### src/rtl/rx_fifo_pkg.sv
// Shared UART constants: default data width, FIFO geometry and entry layout.
// Entry layout is {stop_err, parity_err, data}; flag offsets are relative to the data width.
package rx_fifo_pkg;

  localparam int unsigned DEF_DATA_W      = 8;
  localparam int unsigned DEF_FIFO_DEPTH  = 16;
  localparam int unsigned DEF_FIFO_ADDR_W = 4;

  localparam int unsigned ENTRY_FLAG_W = 2;
  localparam int unsigned PAR_OFS_REL  = 0;
  localparam int unsigned STOP_OFS_REL = 1;

endpackage

### src/rtl/rx_fifo_mem.sv
// Register-array storage for rx_fifo entries.
// One synchronous write port and one asynchronous read port; contents are not reset.
module rx_fifo_mem #(
  parameter int unsigned DEPTH = 16,
  parameter int unsigned AW    = 4,
  parameter int unsigned W     = 10
) (
  input  logic          clk_i,
  input  logic          we_i,
  input  logic [AW-1:0] waddr_i,
  input  logic [W-1:0]  wdata_i,
  input  logic [AW-1:0] raddr_i,
  output logic [W-1:0]  rdata_o
);

  logic [W-1:0] mem_q [DEPTH];

  always_ff @(posedge clk_i) begin
    if (we_i) mem_q[waddr_i] <= wdata_i;
  end

  assign rdata_o = mem_q[raddr_i];

endmodule

### src/rtl/rx_fifo.sv
// FWFT receive FIFO behind the UART Rx engine, with occupancy and sticky overflow.
// Optional RX_FIFO_ERR_FILTER_EN drops errored characters and flags err_drop_o.
module rx_fifo
  import rx_fifo_pkg::*;
#(
  parameter int unsigned MAX_UART_DATA_W = DEF_DATA_W,
  parameter int unsigned FIFO_DEPTH      = DEF_FIFO_DEPTH,
  parameter int unsigned FIFO_ADDR_W     = DEF_FIFO_ADDR_W
) (
  input  logic                       clk_i,
  input  logic                       rst_ni,
  input  logic                       clr_i,
  input  logic                       rx_done_i,
  input  logic [MAX_UART_DATA_W-1:0] rx_data_i,
  input  logic                       rx_parity_err_i,
  input  logic                       rx_stop_err_i,
  input  logic                       rd_ready_i,
  output logic                       rd_valid_o,
  output logic [MAX_UART_DATA_W-1:0] rd_data_o,
  output logic                       rd_parity_err_o,
  output logic                       rd_stop_err_o,
  output logic [FIFO_ADDR_W:0]       fifo_count_o,
  output logic                       fifo_full_o,
  output logic                       fifo_empty_o,
  output logic                       overflow_o
`ifdef RX_FIFO_ERR_FILTER_EN
  ,
  output logic                       err_drop_o
`endif
);

  localparam int unsigned ENTRY_W  = MAX_UART_DATA_W + ENTRY_FLAG_W;
  localparam int unsigned PAR_OFS  = MAX_UART_DATA_W + PAR_OFS_REL;
  localparam int unsigned STOP_OFS = MAX_UART_DATA_W + STOP_OFS_REL;
  localparam logic [FIFO_ADDR_W:0] CNT_FULL = (FIFO_ADDR_W+1)'(FIFO_DEPTH);

  logic                   rx_done_q, rx_done_d;
  logic [FIFO_ADDR_W-1:0] wptr_q, wptr_d;
  logic [FIFO_ADDR_W-1:0] rptr_q, rptr_d;
  logic [FIFO_ADDR_W:0]   count_q, count_d;
  logic                   overflow_q, overflow_d;
  logic                   push, keep, pop, wr_en;
  logic [ENTRY_W-1:0]     wr_entry, rd_entry;

  assign push = rx_done_i & ~rx_done_q;
`ifdef RX_FIFO_ERR_FILTER_EN
  logic err_drop_q, err_drop_d;
  assign keep = push & ~(rx_parity_err_i | rx_stop_err_i);
`else
  assign keep = push;
`endif

  assign fifo_empty_o = (count_q == '0);
  assign fifo_full_o  = (count_q == CNT_FULL);
  assign fifo_count_o = count_q;
  assign rd_valid_o   = ~fifo_empty_o;
  assign overflow_o   = overflow_q;

  // A full FIFO still accepts a push when the head leaves in the same cycle
  assign pop   = ~fifo_empty_o & rd_ready_i & ~clr_i;
  assign wr_en = keep & (~fifo_full_o | pop) & ~clr_i;

  assign wr_entry = {rx_stop_err_i, rx_parity_err_i, rx_data_i};

  always_comb begin
    rx_done_d  = rx_done_i;
    wptr_d     = wptr_q;
    rptr_d     = rptr_q;
    count_d    = count_q;
    overflow_d = overflow_q;
    if (clr_i) begin
      wptr_d     = '0;
      rptr_d     = '0;
      count_d    = '0;
      overflow_d = 1'b0;
    end else begin
      if (wr_en) wptr_d = wptr_q + 1'b1;
      if (pop)   rptr_d = rptr_q + 1'b1;
      unique case ({wr_en, pop})
        2'b10:   count_d = count_q + 1'b1;
        2'b01:   count_d = count_q - 1'b1;
        default: count_d = count_q;
      endcase
      if (keep & fifo_full_o & ~pop) overflow_d = 1'b1;
    end
  end

`ifdef RX_FIFO_ERR_FILTER_EN
  always_comb begin
    err_drop_d = err_drop_q;
    if (clr_i)                  err_drop_d = 1'b0;
    else if (push & ~keep)      err_drop_d = 1'b1;
  end

  always_ff @(posedge clk_i) begin
    if (!rst_ni) err_drop_q <= 1'b0;
    else         err_drop_q <= err_drop_d;
  end

  assign err_drop_o = err_drop_q;
`endif

  always_ff @(posedge clk_i) begin
    if (!rst_ni) begin
      rx_done_q  <= 1'b0;
      wptr_q     <= '0;
      rptr_q     <= '0;
      count_q    <= '0;
      overflow_q <= 1'b0;
    end else begin
      rx_done_q  <= rx_done_d;
      wptr_q     <= wptr_d;
      rptr_q     <= rptr_d;
      count_q    <= count_d;
      overflow_q <= overflow_d;
    end
  end

  rx_fifo_mem #(
    .DEPTH (FIFO_DEPTH),
    .AW    (FIFO_ADDR_W),
    .W     (ENTRY_W)
  ) u_mem (
    .clk_i   (clk_i),
    .we_i    (wr_en),
    .waddr_i (wptr_q),
    .wdata_i (wr_entry),
    .raddr_i (rptr_q),
    .rdata_o (rd_entry)
  );

  assign rd_data_o       = rd_entry[MAX_UART_DATA_W-1:0];
  assign rd_parity_err_o = rd_entry[PAR_OFS];
  assign rd_stop_err_o   = rd_entry[STOP_OFS];

endmodule

### config.mk
export PLATFORM = sky130hd
export DESIGN_NAME = rx_fifo
export DESIGN_NICKNAME = d
export VERILOG_FILES = /design/src/rtl/rx_fifo_pkg.sv /design/src/rtl/rx_fifo_mem.sv /design/src/rtl/rx_fifo.sv
export SDC_FILE = /design/constraint.sdc
export NUM_CORES = 1
export LEC_CHECK = 0
export CORE_UTILIZATION = 54
export CTS_CLUSTER_DIAMETER = 120
export CTS_CLUSTER_SIZE = 30
export DETAILED_ROUTE_END_ITERATION = 16
export GPL_TIMING_DRIVEN = 0
export PLACE_DENSITY = 0.83
export SLEW_MARGIN = 20
export SYNTH_ARGS = -nofsm -noshare
export SYNTH_HDL_FRONTEND = slang
export SYNTH_SLANG_ARGS = --single-unit
### constraint.sdc
create_clock -name clk_i -period 2.8 [get_ports clk_i]
set_input_delay 0.56 -clock clk_i [delete_from_list [all_inputs] [get_ports clk_i]]
set_output_delay 0.56 -clock clk_i [all_outputs]
set_load 0.1 [all_outputs]
==> flow_summary.toml <==
[floorplan]
initial_core_util_pct = 56.0
core_area_mm2 = 0.0127
die_height_um = 117
die-width_um = 117
number_of_standard_cell_rows_in_the_floorplan = 41
ioPinCount = 34
die-area_mm2 = 0.0137

[timing]
finalCritPeriodShare_pct = 99.5
hold_viol_final = 0
report.final.setup_viol = 0
timing_max_transition_violations_final = 0
worst_slew_margin_rel_pct = 34.7
final_period_minus_worst_setup_slack_ps = 2790
tightest_slew_ps = 977
rsz0062_at_grt = "yes"
clock_skew_ps = 5.94
post_route_setup_tns_ps = 0
fmax_mhz = 359

[yosys]
async_flop_share_pct = 0
post_synthesis_cells = 377
post_synth_instance_area_mm2 = 0.00713
main_area_contributors_after_synthesis = "edfxtp_1 (67%), mux4_2 (13%), dfxtp_1 (5.3%), a22oi_1 (2.1%), ha_1 (1.6%)"
ys_top_cells_by_count = "edfxtp_1 (160), mux4_2 (40), a22oi_1 (20)"
postSynth.topFlopCell = "edfxtp_1"
seq_area_frac_synth_pct = 72.8
yosysUniqueCellTypes = 43
yosysTopAreaCellShare_pct = 67.4
ys_seq_elements = 179
synth_most_common_cell = "edfxtp_1"
yosys_warnings = 0
synth_largest_area_cell = "edfxtp_1"
syn_avg_cell_area_um2 = 18.9
synth_edf_count = 160
syn_nets = 401

[global_routing]
grt_antenna_before_repair = 0
grt_use_total_pct = 23.9
globalRoute.totalOverflow = 0
grt_pass1_vias = 3984
pin_count_of_the_biggest_net_entering_global_routing = 17
grt_pass1_wl_um = 22200

[routing]
drtPass1Iterations = 4
wirelength_um = 15100
drt_iter0_drc = 347
wl_per_cell_um = 24.2
postRouteAntennaNets = 0
remaining_drc_errors = 0
post_drt_via_cell_ratio = 6.09
vias = 3797

[clock_network]
cts_tree = "yes"
clock_sink_count = 179
clockRootBuffer = "clkbuf_16"
worstSkewPairLatency_ps = 430
cts_made_buffers = 17
cts_max_level = 4
cts_max_path_buffers = 2
clock_pin_transition_on_the_worst_setup_and_hold_timing_paths_ps = 60

[layout]
fillCellCount = 853
num_antenna_cells = 0
area_delta_synth_final_pct = 18.4
post-route-cell-area_mm2 = 0.00844
drive_above_1_share_pct = 28.8
finalNetCount = 462

[pwr]
leakagePower_nw = 2.79
power_per_cell_area_mw_per_mm2 = 633
finalPower_mw = 5.34
max-vdd-ir-drop_v = 0.000367

[place]
placed_cell_area_mm2 = 0.00775
finalWeightedCongestion = 0.820
hpwlAfterDp_um = 9050
portBuffers = 33

[run_status]
status = "complete, no violations"

[worst_setup_path]
worstPathRequired_ps = 2240
crit_chain = "buf_8, mux4_2, a22oi_2, nand2_1, buf_2"
crit_arrival_ps = 2230
worst-path-max-fanout = 10
cpPeakStageDelay_ps = 520
cp-start-kind = "flip-flop"
worstSetupPathType = "reg -> out"
crit_slowest_cell = "mux4_2"
endpoint_kind = "output pin"
r2r_cells = 12

[hold_path]
worst_hold_path.num_cells = 2
holdCritPathClass = "reg -> reg"

[job]
max-cap-violations = 0
[layout by cell type (no fill, tap or decap), types with 3 or more instances in the layout]
| cell type | n |
|---|---|
| edfxtp_1 | 160 |
| mux4_2 | 40 |
| buf_4 | 22 |
| clkdlybuf4s50_1 | 20 |
| and3_1 | 17 |
| clkbuf_16 | 17 |
| a22oi_1 | 15 |
| dfxtp_1 | 13 |
| nand2_1 | 12 |
| nor2_1 | 11 |
| clkbuf_1 | 9 |
| ha_1 | 7 |
| nor2b_1 | 6 |
| a22oi_2 | 5 |
| inv_1 | 4 |
| buf_8 | 4 |
| clkbuf_2 | 4 |
| nand3_1 | 4 |
| a21oi_1 | 4 |
| o21ai_0 | 4 |
| or3_1 | 4 |
| dfxtp_4 | 4 |
| buf_2 | 3 |
| and2_1 | 3 |
| xor2_1 | 3 |
| mux2i_1 | 3 |
| clkbuf_8 | 3 |
[power breakdown]
part           switching (mW)  internal (mW)
clock network           0.910           1.29
logic                   0.156         0.0695
registers             0.00589           2.91
[worst max-delay path, delay by kind of cell, from the launching register on]
kind            cells  cell delay [ps]
buf+inv             2              500
compound gates      1              280
flops               1              410
mux                 1              520
simple gates        1               80
[cells by family after synthesis]
logic type               share of synthesized area (%)
buffers and inverters                             1.46
AO/OA/AOI/OAI                                     4.41
adder cells (fa/ha/maj)                           1.58
XOR/XNOR                                         0.737
multiplexers                                      13.1
flip-flops                                        72.8
AND/OR/NAND/NOR                                   6.00
[routing by layer]
metal	up-vias	share of wire (%)	track usage, %
li1	1667	-	-
met1	1933	37	27.1
met2	162	54	42.3
met3	35	5.3	5.56
met4	0	3.4	12.6
met5	-	0	0
[state kept, by name, indices dropped and copies added (netlist names), named ones only]
signal,count
overflow_o,1
rx_done_q,1
u_mem.mem_q,160
fifo_count_o,5
rptr_q,4
wptr_q,4
[path summary, 6_finish.rpt]
check,to,startpoint,slack [ps]
max,rd_data_o[6],flip-flop,10
min,overflow_o,overflow_o,520
max reg2reg,fifo_count_o[4],fifo_count_o[1],50
min reg2reg,overflow_o,overflow_o,520
[metrics by stage]
step / utilization [%] / hold WS [ps] / std cells / setup WS [ps]
3_5_place_dp: 60.9 / 503 / 582 / -742
2_1_floorplan: - / 459 / 377 / -194
3_3_place_gp: 60.9 / 454 / 582 / -677
5_1_grt: 66.3 / 539 / 623 / -92.4
6_report: 66.3 / 523 / 623 / 13.2
4_1_cts: 65.8 / 522 / 621 / -15.0
[area by class of cell]
type                       count  area (um2)  share of cell area, %
clock inverter                 6        55.1                  0.652
tap                          172         215                   2.55
inverter                       6        28.8                  0.341
timing repair buffer          46         400                   4.74
clock buffer                  26         489                   5.80
buffer                        14         113                   1.33
sequential                   179        5200                   61.7
multi-input combinational    174        1930                   22.9
[what timing repair did]
item,in CTS,in global routing
setup buffers,11,2
hold buffers,0,0
setup endpoints to repair,16,9
gates resized for setup,85,17
pin swaps,6,7
No activity file was read; power rests on OpenSTA's default activity.
